==> src/rtl/pipe_addsub_pkg.sv <==
// Shared configuration for the pipelined adder/subtractor: default geometry,
// derived chunk width and a helper used to reject illegal geometries.
package pipe_addsub_pkg;

    localparam int DEFAULT_WIDTH  = 16;
    localparam int DEFAULT_STAGES = 4;
    localparam int CW             = DEFAULT_WIDTH / DEFAULT_STAGES;

    // A geometry is legal when every stage owns an equal, non-empty slice.
    function automatic bit cfg_ok(input int width, input int stages);
        return (stages >= 1) && (stages <= width) && ((width % stages) == 0);
    endfunction

endpackage

==> src/rtl/pipe_addsub_chunk.sv <==
// Combinational CW-bit ripple-carry slice built from full-adder cells.
// Also exposes the carry into its MSB so the top slice can derive overflow.
module addsub_chunk #(
    parameter int CW = 4
) (
    input  logic [CW-1:0] a,
    input  logic [CW-1:0] b,
    input  logic          ci,
    output logic [CW-1:0] s,
    output logic          co,
    output logic          cm
);

    logic carry;

    // Ripple the carry LSB to MSB, one full-adder cell per bit.
    always_comb begin
        // NOTE: every output and temporary gets a value before the loop, so no path leaves one unassigned and no latch is inferred.
        s     = '0;
        cm    = ci;
        carry = ci;
        for (int i = 0; i < CW; i++) begin
            // NOTE: blocking assignments are deliberate here; carry must update in place so bit i+1 sees bit i's carry in the same evaluation.
            if (i == CW - 1) cm = carry;
            s[i]  = a[i] ^ b[i] ^ carry;
            carry = (a[i] & b[i]) | (carry & (a[i] ^ b[i]));
        end
        co = carry;
    end

endmodule

==> src/rtl/pipe_addsub.sv <==
// Pipelined ripple-carry adder/subtractor. Stage k adds slice k of the
// operands and registers its carry for stage k+1; operands, partial sum and
// valid travel skewed through the pipe so one operation enters per cycle.
// The whole pipe advances together or holds together (valid/ready).
module pipe_addsub
    import pipe_addsub_pkg::*;
#(
    parameter int WIDTH  = DEFAULT_WIDTH,
    parameter int STAGES = DEFAULT_STAGES
) (
    input  logic             clk,
    input  logic             rst,
    input  logic             in_valid,
    output logic             in_ready,
    input  logic [WIDTH-1:0] a,
    input  logic [WIDTH-1:0] b,
    input  logic             cin,
    input  logic             sub,
    output logic             out_valid,
    input  logic             out_ready,
    output logic [WIDTH-1:0] sum,
    output logic             cout,
    output logic             ovf
);

    localparam int SW   = WIDTH / STAGES;
    localparam int LAST = STAGES - 1;

    if (!cfg_ok(WIDTH, STAGES)) begin : g_bad_cfg
        $fatal(1, "pipe_addsub: WIDTH must be a multiple of STAGES with 1 <= STAGES <= WIDTH");
    end

    // Stage inputs (combinational) and stage registers, indexed by stage.
    logic [WIDTH-1:0]  a_in [STAGES];
    logic [WIDTH-1:0]  b_in [STAGES];
    logic [WIDTH-1:0]  s_in [STAGES];
    logic [WIDTH-1:0]  s_nx [STAGES];
    logic [SW-1:0]     s_ch [STAGES];
    logic [STAGES-1:0] ci_in;
    logic [STAGES-1:0] v_in;
    logic [STAGES-1:0] co_ch;
    logic [STAGES-1:0] cm_ch;

    logic [WIDTH-1:0]  a_q  [STAGES];
    logic [WIDTH-1:0]  b_q  [STAGES];
    logic [WIDTH-1:0]  s_q  [STAGES];
    logic [STAGES-1:0] c_q;
    logic [STAGES-1:0] vld;
    logic              ovf_q;

    logic adv;

    // The pipe moves only when the output slot is empty or being drained.
    assign adv       = !vld[LAST] | out_ready;
    assign in_ready  = adv;
    assign out_valid = vld[LAST];
    assign sum       = s_q[LAST];
    assign cout      = c_q[LAST];
    assign ovf       = ovf_q;

    for (genvar k = 0; k < STAGES; k++) begin : g_stage
        if (k == 0) begin : g_head
            // b is conditioned once on entry; the inverted copy travels on.
            assign a_in[k]  = a;
            assign b_in[k]  = sub ? ~b : b;
            assign s_in[k]  = '0;
            assign ci_in[k] = cin;
            assign v_in[k]  = in_valid;
        end else begin : g_body
            assign a_in[k]  = a_q[k-1];
            assign b_in[k]  = b_q[k-1];
            assign s_in[k]  = s_q[k-1];
            assign ci_in[k] = c_q[k-1];
            assign v_in[k]  = vld[k-1];
        end

        addsub_chunk #(.CW(SW)) u_chunk (
            .a  (a_in[k][k*SW +: SW]),
            .b  (b_in[k][k*SW +: SW]),
            .ci (ci_in[k]),
            .s  (s_ch[k]),
            .co (co_ch[k]),
            .cm (cm_ch[k])
        );

        // Slice k of the incoming partial sum is still zero, so OR merges it in.
        assign s_nx[k] = s_in[k] | (WIDTH'(s_ch[k]) << (k * SW));
    end

    // Shift every stage forward on advance, hold everything otherwise.
    always_ff @(posedge clk or posedge rst) begin
        if (rst) begin
            // NOTE: operand and partial-sum registers are cleared as well, so held result fields are deterministic straight out of reset.
            vld   <= '0;
            c_q   <= '0;
            ovf_q <= 1'b0;
            for (int k = 0; k < STAGES; k++) begin
                a_q[k] <= '0;
                b_q[k] <= '0;
                s_q[k] <= '0;
            end
        end else if (adv) begin
            // NOTE: non-blocking updates let each stage sample its predecessor's pre-edge value, which is what makes this a shift.
            vld   <= v_in;
            c_q   <= co_ch;
            ovf_q <= co_ch[LAST] ^ cm_ch[LAST];
            for (int k = 0; k < STAGES; k++) begin
                a_q[k] <= a_in[k];
                b_q[k] <= b_in[k];
                s_q[k] <= s_nx[k];
            end
        end
    end

    // Operands leaving the last stage and MSB carries of inner slices are dead.
    logic unused_ok;
    assign unused_ok = ^{a_q[LAST], b_q[LAST], cm_ch};

endmodule

==> config.mk <==
export PLATFORM = sky130hd
export DESIGN_NAME = pipe_addsub
export DESIGN_NICKNAME = d
export VERILOG_FILES = /design/src/rtl/pipe_addsub_pkg.sv /design/src/rtl/pipe_addsub_chunk.sv /design/src/rtl/pipe_addsub.sv
export SDC_FILE = /design/constraint.sdc
export NUM_CORES = 1
export LEC_CHECK = 0
export CORE_MARGIN = 2
export CORE_UTILIZATION = 55
export DETAILED_ROUTE_END_ITERATION = 8
export GPL_ROUTABILITY_DRIVEN = 1
export PLACE_DENSITY_LB_ADDON = 0.15
export SLEW_MARGIN = 30
export SYNTH_ARGS = -nofsm -noshare
export SYNTH_HDL_FRONTEND = slang
export SYNTH_HIERARCHICAL = 1
export SYNTH_SLANG_ARGS = --single-unit
==> constraint.sdc <==
create_clock -name clk -period 4.1 [get_ports clk]
set_input_delay 0.615 -clock clk [delete_from_list [all_inputs] [get_ports clk]]
set_output_delay 0.615 -clock clk [all_outputs]
set_load 0.05 [all_outputs]
==> impl_metrics.tcl, run 1 <==
set metrics [dict create \
    status "finished clean" \
    power_uw 4000 \
    area_delta_synth_final_pct 20.1 \
    worst_r2r_path_depth 7 \
    syn_nets 328 \
    grt_pass1_wl_mm 10.6 \
    gp_congestion 0.686 \
    power_leakage_uw 0.00233 \
    dieArea_um2 8510 \
    start_util_pct 56.0 \
    min_period_ns 2.96 \
    finalWirelength_mm 6.09 \
    synth_top_family_by_area "multiplexers" \
    setup_tns_ns 0 \
    r2r_slack_ns 1.79 \
    cp.required_ns 3.48 \
    r2r_end "sum[15]$_DFFE_PP0P_" \
    num_rows 32 \
    ios 58 \
    hold_viol 0 \
    routedWlPerCell_um 13.8 \
    core_um2 7650 \
    drtAntennaViolNets 0 \
    worstHoldStart "vld[2]$_DFFE_PP0P_" \
    routed-via-count 2140 \
    rsz0062_at_grt "no" \
    slew_viol_final 0 \
    post_cts_resized 0 \
    grt_use_total_pct 16.2 \
    min_to "vld[3]$_DFFE_PP0P_" \
    setup_ws_ns 1.14 \
    dp_hpwl_mm 4.09 \
    dr.pass1.iters 4 \
    worst_hold_path.num_cells 1 \
    viasPerCell 4.86 \
    power.density_nw_per_um2 778 \
    place_area_um2 4920 \
    ir_worst_vdd_v 0.000415 \
    root_buffer "clkbuf_8" \
    grt_pass1_vias 2209 \
    preCtsSetupSlack_ns 0.811 \
    r2r-start "a_in[12]$_DFFE_PP0P_" \
    final_nets 387 \
    yosys.area_share.adder_pct 7.48 \
    clockBufferDepth 2 \
    skew_ns 0.00809 \
    synth-seq-cells 97 \
    final.period_utilization_pct 72.3 \
    die_w_um 92.2 \
    overflow 0 \
    yosysSeqAreaShare_pct 56.7 \
    crit_arrival_ns 2.35 \
    cp-end-kind "output port" \
    path_max_fanout 30 \
    fin_util_pct 67.3 \
    grt_max_degree 93 \
    ys_types 11 \
    drc_errors 0 \
    start_kind "input port" \
    synth_top_area_share_pct 56.7 \
    clock.fmax_mhz 338 \
    path_clk_slew_ns 0.08 \
    synth_area_um2 4280 \
    antenna_found_initial 0 \
    yosys.area_share.simple_pct 0.468 \
    critPathKind "input port to output port" \
    post_cts_buffers 0 \
    drv_cap 0 \
    numCtsBuffers 9 \
    relSlewSlack_pct 39.1 \
    yosysTopAreaCell "dfrtp_1" \
    die_y_um 92.2 \
    drtIter0Drc 41 \
    antenna_cells 0 \
    hold_buffers 0 \
    h-tree-depth 3 \
    tightestPinTransition_ns 0.913 \
    io_buffer_count 57 \
    tritoncts "yes" \
    clock_sinks 97 \
    synthTopCellsByArea "dfrtp_1 57%, mux2_2 21%, fa_1 7.5%" \
    clock_latency_ns 0.34 \
    hold_class "register to register" \
    syn_inst 274 \
    drive_gt1_share_pct 34.3 \
    synth_xor_area_share_pct 3.48 \
    synth_compound_area_share_pct 0 \
    setup-violations-final 0 \
    syn_area_per_cell_um2 15.6 \
    synth_warnings 6 \
    stdcell_area_um2 5140 \
    muxShareOfSynthArea_pct 26.8 \
]
-- cell usage after synthesis --
master / instances
nand2b_4: 1
dfrtp_1: 97
mux2_2: 78
buf_2: 8
buf_6: 4
mux2_4: 18
nand2b_1: 1
xor2_1: 17
buf_4: 1
inv_1: 33
fa_1: 16
-- state kept, by name, indices dropped and copies added (netlist names) --
signal and flops:
s_in 24, vld 4, ovf 1, a_in 24, b_in 24, sum 16
c_q 4
-- worst max-delay path: stages --
cell and delay (ns):
clkdlybuf4s50_1 0.45, nand2b_4 0.38, clkdlybuf4s50_1 0.89
-- through the flow --
stage / hold slack, ns / instances
final: 0.463 / 440
after global routing: 0.496 / 440
after CTS: 0.464 / 440
after detailed placement: 0.445 / 424
after global placement: 0.443 / 424
after floorplan: 0.430 / 274
-- where the power goes --
group / total (uW) / switching (uW) / internal (uW)
sequential: 1630 / 234 / 1390
clock: 672 / 310 / 362
combinational: 1700 / 812 / 890
total: 4000 / 1360 / 2640
-- layout by cell type (no fill, tap or decap), drive strengths merged --
cell / count
buf: 4
bufinv: 2
clkbuf: 12
clkdlybuf4s50: 57
clkinv: 1
clkinvlp: 1
dfrtp: 97
fa: 16
inv: 33
mux2: 96
nand2b: 2
xor2: 17
-- area by class of cell --
type,instances,area (um^2)
Clock buffer,12,145
Tap cell,102,128
Multi-Input combinational cell,131,1640
Timing Repair Buffer,61,601
Fill cell,558,2500
Clock inverter,4,76.3
Inverter,33,129
Sequential cell,97,2430
-- cell families (layout without fill, tap and decap cells) --
| kind of cell | Yosys count | after routing |
|---|---|---|
| flops | 97 | 97 |
| mux | 96 | 96 |
| buf+inv | 46 | 110 |
| xor+xnor | 17 | 17 |
| fa+ha+maj | 16 | 16 |
| simple gates | 2 | 2 |
-- worst max path at each step --
stage	to	startpoint	cells after the start	slack [ns]
detailed placement	s_in[35]$_DFFE_PP0P_	sub	9	0.81
finish	in_ready	out_ready	3	1.14
global placement	s_in[35]$_DFFE_PP0P_	sub	9	0.89
CTS	in_ready	out_ready	3	1.12
global route	in_ready	out_ready	3	1.08
floorplan	a_in[12]$_DFFE_PP0P_	rst	1	0.95
-- metal layers --
metal  wire length (um)  global-route usage [%]
met1               3090                    24.2
met2               2690                    23.0
met3                217                    3.12
met4                 86                    7.46
met5                  0                       0
No activity file was read; power rests on OpenSTA's default activity.
==> run 2, diff against run 1 <==
clock period = 2.88 ns   (was 4.1 ns; I/O delays follow)
==> run 2 against run 1 <==
Effect of this change:
- worst hold slack got worse by 0.14 ns
- clock skew increased by 0.0016 ns
- core utilization increased by 0.79 points
- final cell count increased by 0.45%
- wire length increased by 3.4%
- clock power increased by 42%
- sequential power increased by 42%
- critical path depth increased by 6
- sequential share of layout area decreased by 0.54 points
- clock-buffer cell count decreased by 1
- design area increased by 1.2%
- combinational power increased by 47%
- critical path type is now input port to register
- largest power group unchanged
==> impl_metrics.tcl, run 2 (synthesized netlist as in run 1, its figures left out) <==
set metrics [dict create \
    crit_family "adder cells" \
    clock.fmax_mhz 371 \
    die_y_um 92.2 \
    post_cts_resized 0 \
    core_um2 7650 \
    final.period_utilization_pct 93.7 \
    h-tree-depth 3 \
    antenna_cells 0 \
    layoutNonFillerInstCount 442 \
    setup_ws_ns 0.182 \
    critPathSlowestCell "clkdlybuf4s50_1" \
    skew_ns 0.00971 \
    status "finished clean" \
    grt_pass1_vias 2240 \
    tritoncts "yes" \
    clockBufferDepth 2 \
    routed-via-count 2146 \
    max_stage_delay_ns 0.53 \
    finalWirelength_mm 6.29 \
    grt_use_total_pct 16.3 \
    root_buffer "clkbuf_8" \
    grt_max_degree 63 \
    regArea_um2 2430 \
    setup-violations-final 0 \
    hold_viol 0 \
    slew_viol_final 0 \
    rsz0062_at_grt "no" \
    critPathKind "input port to register" \
    drtAntennaViolNets 0 \
    hold_buffers 0 \
    crit_arrival_ns 2.93 \
    ios 58 \
    num_rows 32 \
    cp-end-kind "register" \
    drtIter0Drc 105 \
    cp_common_cell "fa_1" \
    routedWlPerCell_um 14.2 \
    mostFrequentLayoutCells "97 x dfrtp_1, 78 x mux2_2, 56 x clkdlybuf4s50_1" \
    overflow 0 \
    fill_cells 557 \
    die_w_um 92.2 \
    hold_class "input port to async pin" \
    crit_chain "clkdlybuf4s50_1, xor2_1, fa_1, inv_1, fa_1, fa_1, inv_1, fa_1, mux2_2" \
    dieArea_um2 8510 \
    dp_hpwl_mm 4.39 \
    dp.cells 426 \
    whs_ns 0.326 \
    relSlewSlack_pct 64.7 \
    tightestPinTransition_ns 0.527 \
    grt_pass1_wl_mm 10.6 \
    area_delta_synth_final_pct 21.5 \
    layout_commonest_cell "dfrtp_1" \
    multi_input_area_um2 1640 \
    clock_latency_ns 0.35 \
    dr.pass1.iters 4 \
    path_max_fanout 3 \
    ir_worst_vdd_v 0.000480 \
    path_clk_slew_ns 0.08 \
    clock_sinks 97 \
    start_util_pct 56.0 \
    cp_num_buf_inv 3 \
    start_kind "input port" \
    cp.required_ns 3.11 \
    numCtsBuffers 9 \
    power.density_nw_per_um2 1110 \
    min_period_ns 2.70 \
    io_buffer_count 57 \
    gp_congestion 0.695 \
    drv_cap 0 \
    setup_tns_ns 0 \
    drive_gt1_share_pct 35.3 \
    viasPerCell 4.86 \
    preCtsSetupSlack_ns -0.198 \
    power_leakage_uw 0.00236 \
    antenna_found_initial 0 \
    final_nets 389 \
    post_cts_buffers 0 \
    drc_errors 0 \
]
[run 2: area by class of cell]
| type | instances | share of cell area, % |
|---|---|---|
| clock buffers | 11 | 2.72 |
| clock inverters | 5 | 1.51 |
| inverters | 33 | 2.45 |
| multi-input cells | 131 | 31.5 |
| flip-flops and latches | 97 | 46.6 |
| well taps | 102 | 2.45 |
| repair buffers | 63 | 12.7 |
[run 2: routing by layer]
layer  GRT usage [%]  part of all wire (%)  up-vias
met2            24.4                    47       39
met3            3.53                   3.4        7
met1            22.9                    48     1087
met4            7.84                   1.6        0
li1                -                     -     1013
met5               0                     0        -
[run 2: path summary, 6_finish.rpt]
path / end / slack (ns) / cells past startpoint / startpoint
hold reg to reg: vld[3]$_DFFE_PP0P_ / 0.47 / 1 / vld[2]$_DFFE_PP0P_
setup reg to reg: sum[15]$_DFFE_PP0P_ / 0.52 / 7 / a_in[12]$_DFFE_PP0P_
setup / recovery: s_in[35]$_DFFE_PP0P_ / 0.18 / 9 / sub
max in group asynchronous: b_in[36]$_DFFE_PP0P_ / 1.97 / 3 / rst
hold / removal: sum[0]$_DFFE_PP0P_ / 0.33 / 2 / rst
min in group clk: vld[3]$_DFFE_PP0P_ / 0.47 / 1 / vld[2]$_DFFE_PP0P_
[run 2: worst reg2reg max path: stages, from the launching register on]
cell and delay, ns:
dfrtp_1 0.38, fa_1 0.19, inv_1 0.06, fa_1 0.41, fa_1 0.41, inv_1 0.12
fa_1 0.42, mux2_2 0.27
[run 2: metrics by stage]
stage	power (uW)	utilization (%)	cell area, um^2
after floorplan	4200	-	4290
after global placement	4760	65.2	4980
after detailed placement	4880	65.2	4980
after CTS	5850	68.0	5200
after global routing	6160	68.0	5200
final	5770	68.0	5200
[run 2: where the power goes]
part           internal (uW)  switching, uW
Combinational           1310           1190
Clock                    512            441
Sequential              1980            337
Total                   3800           1970
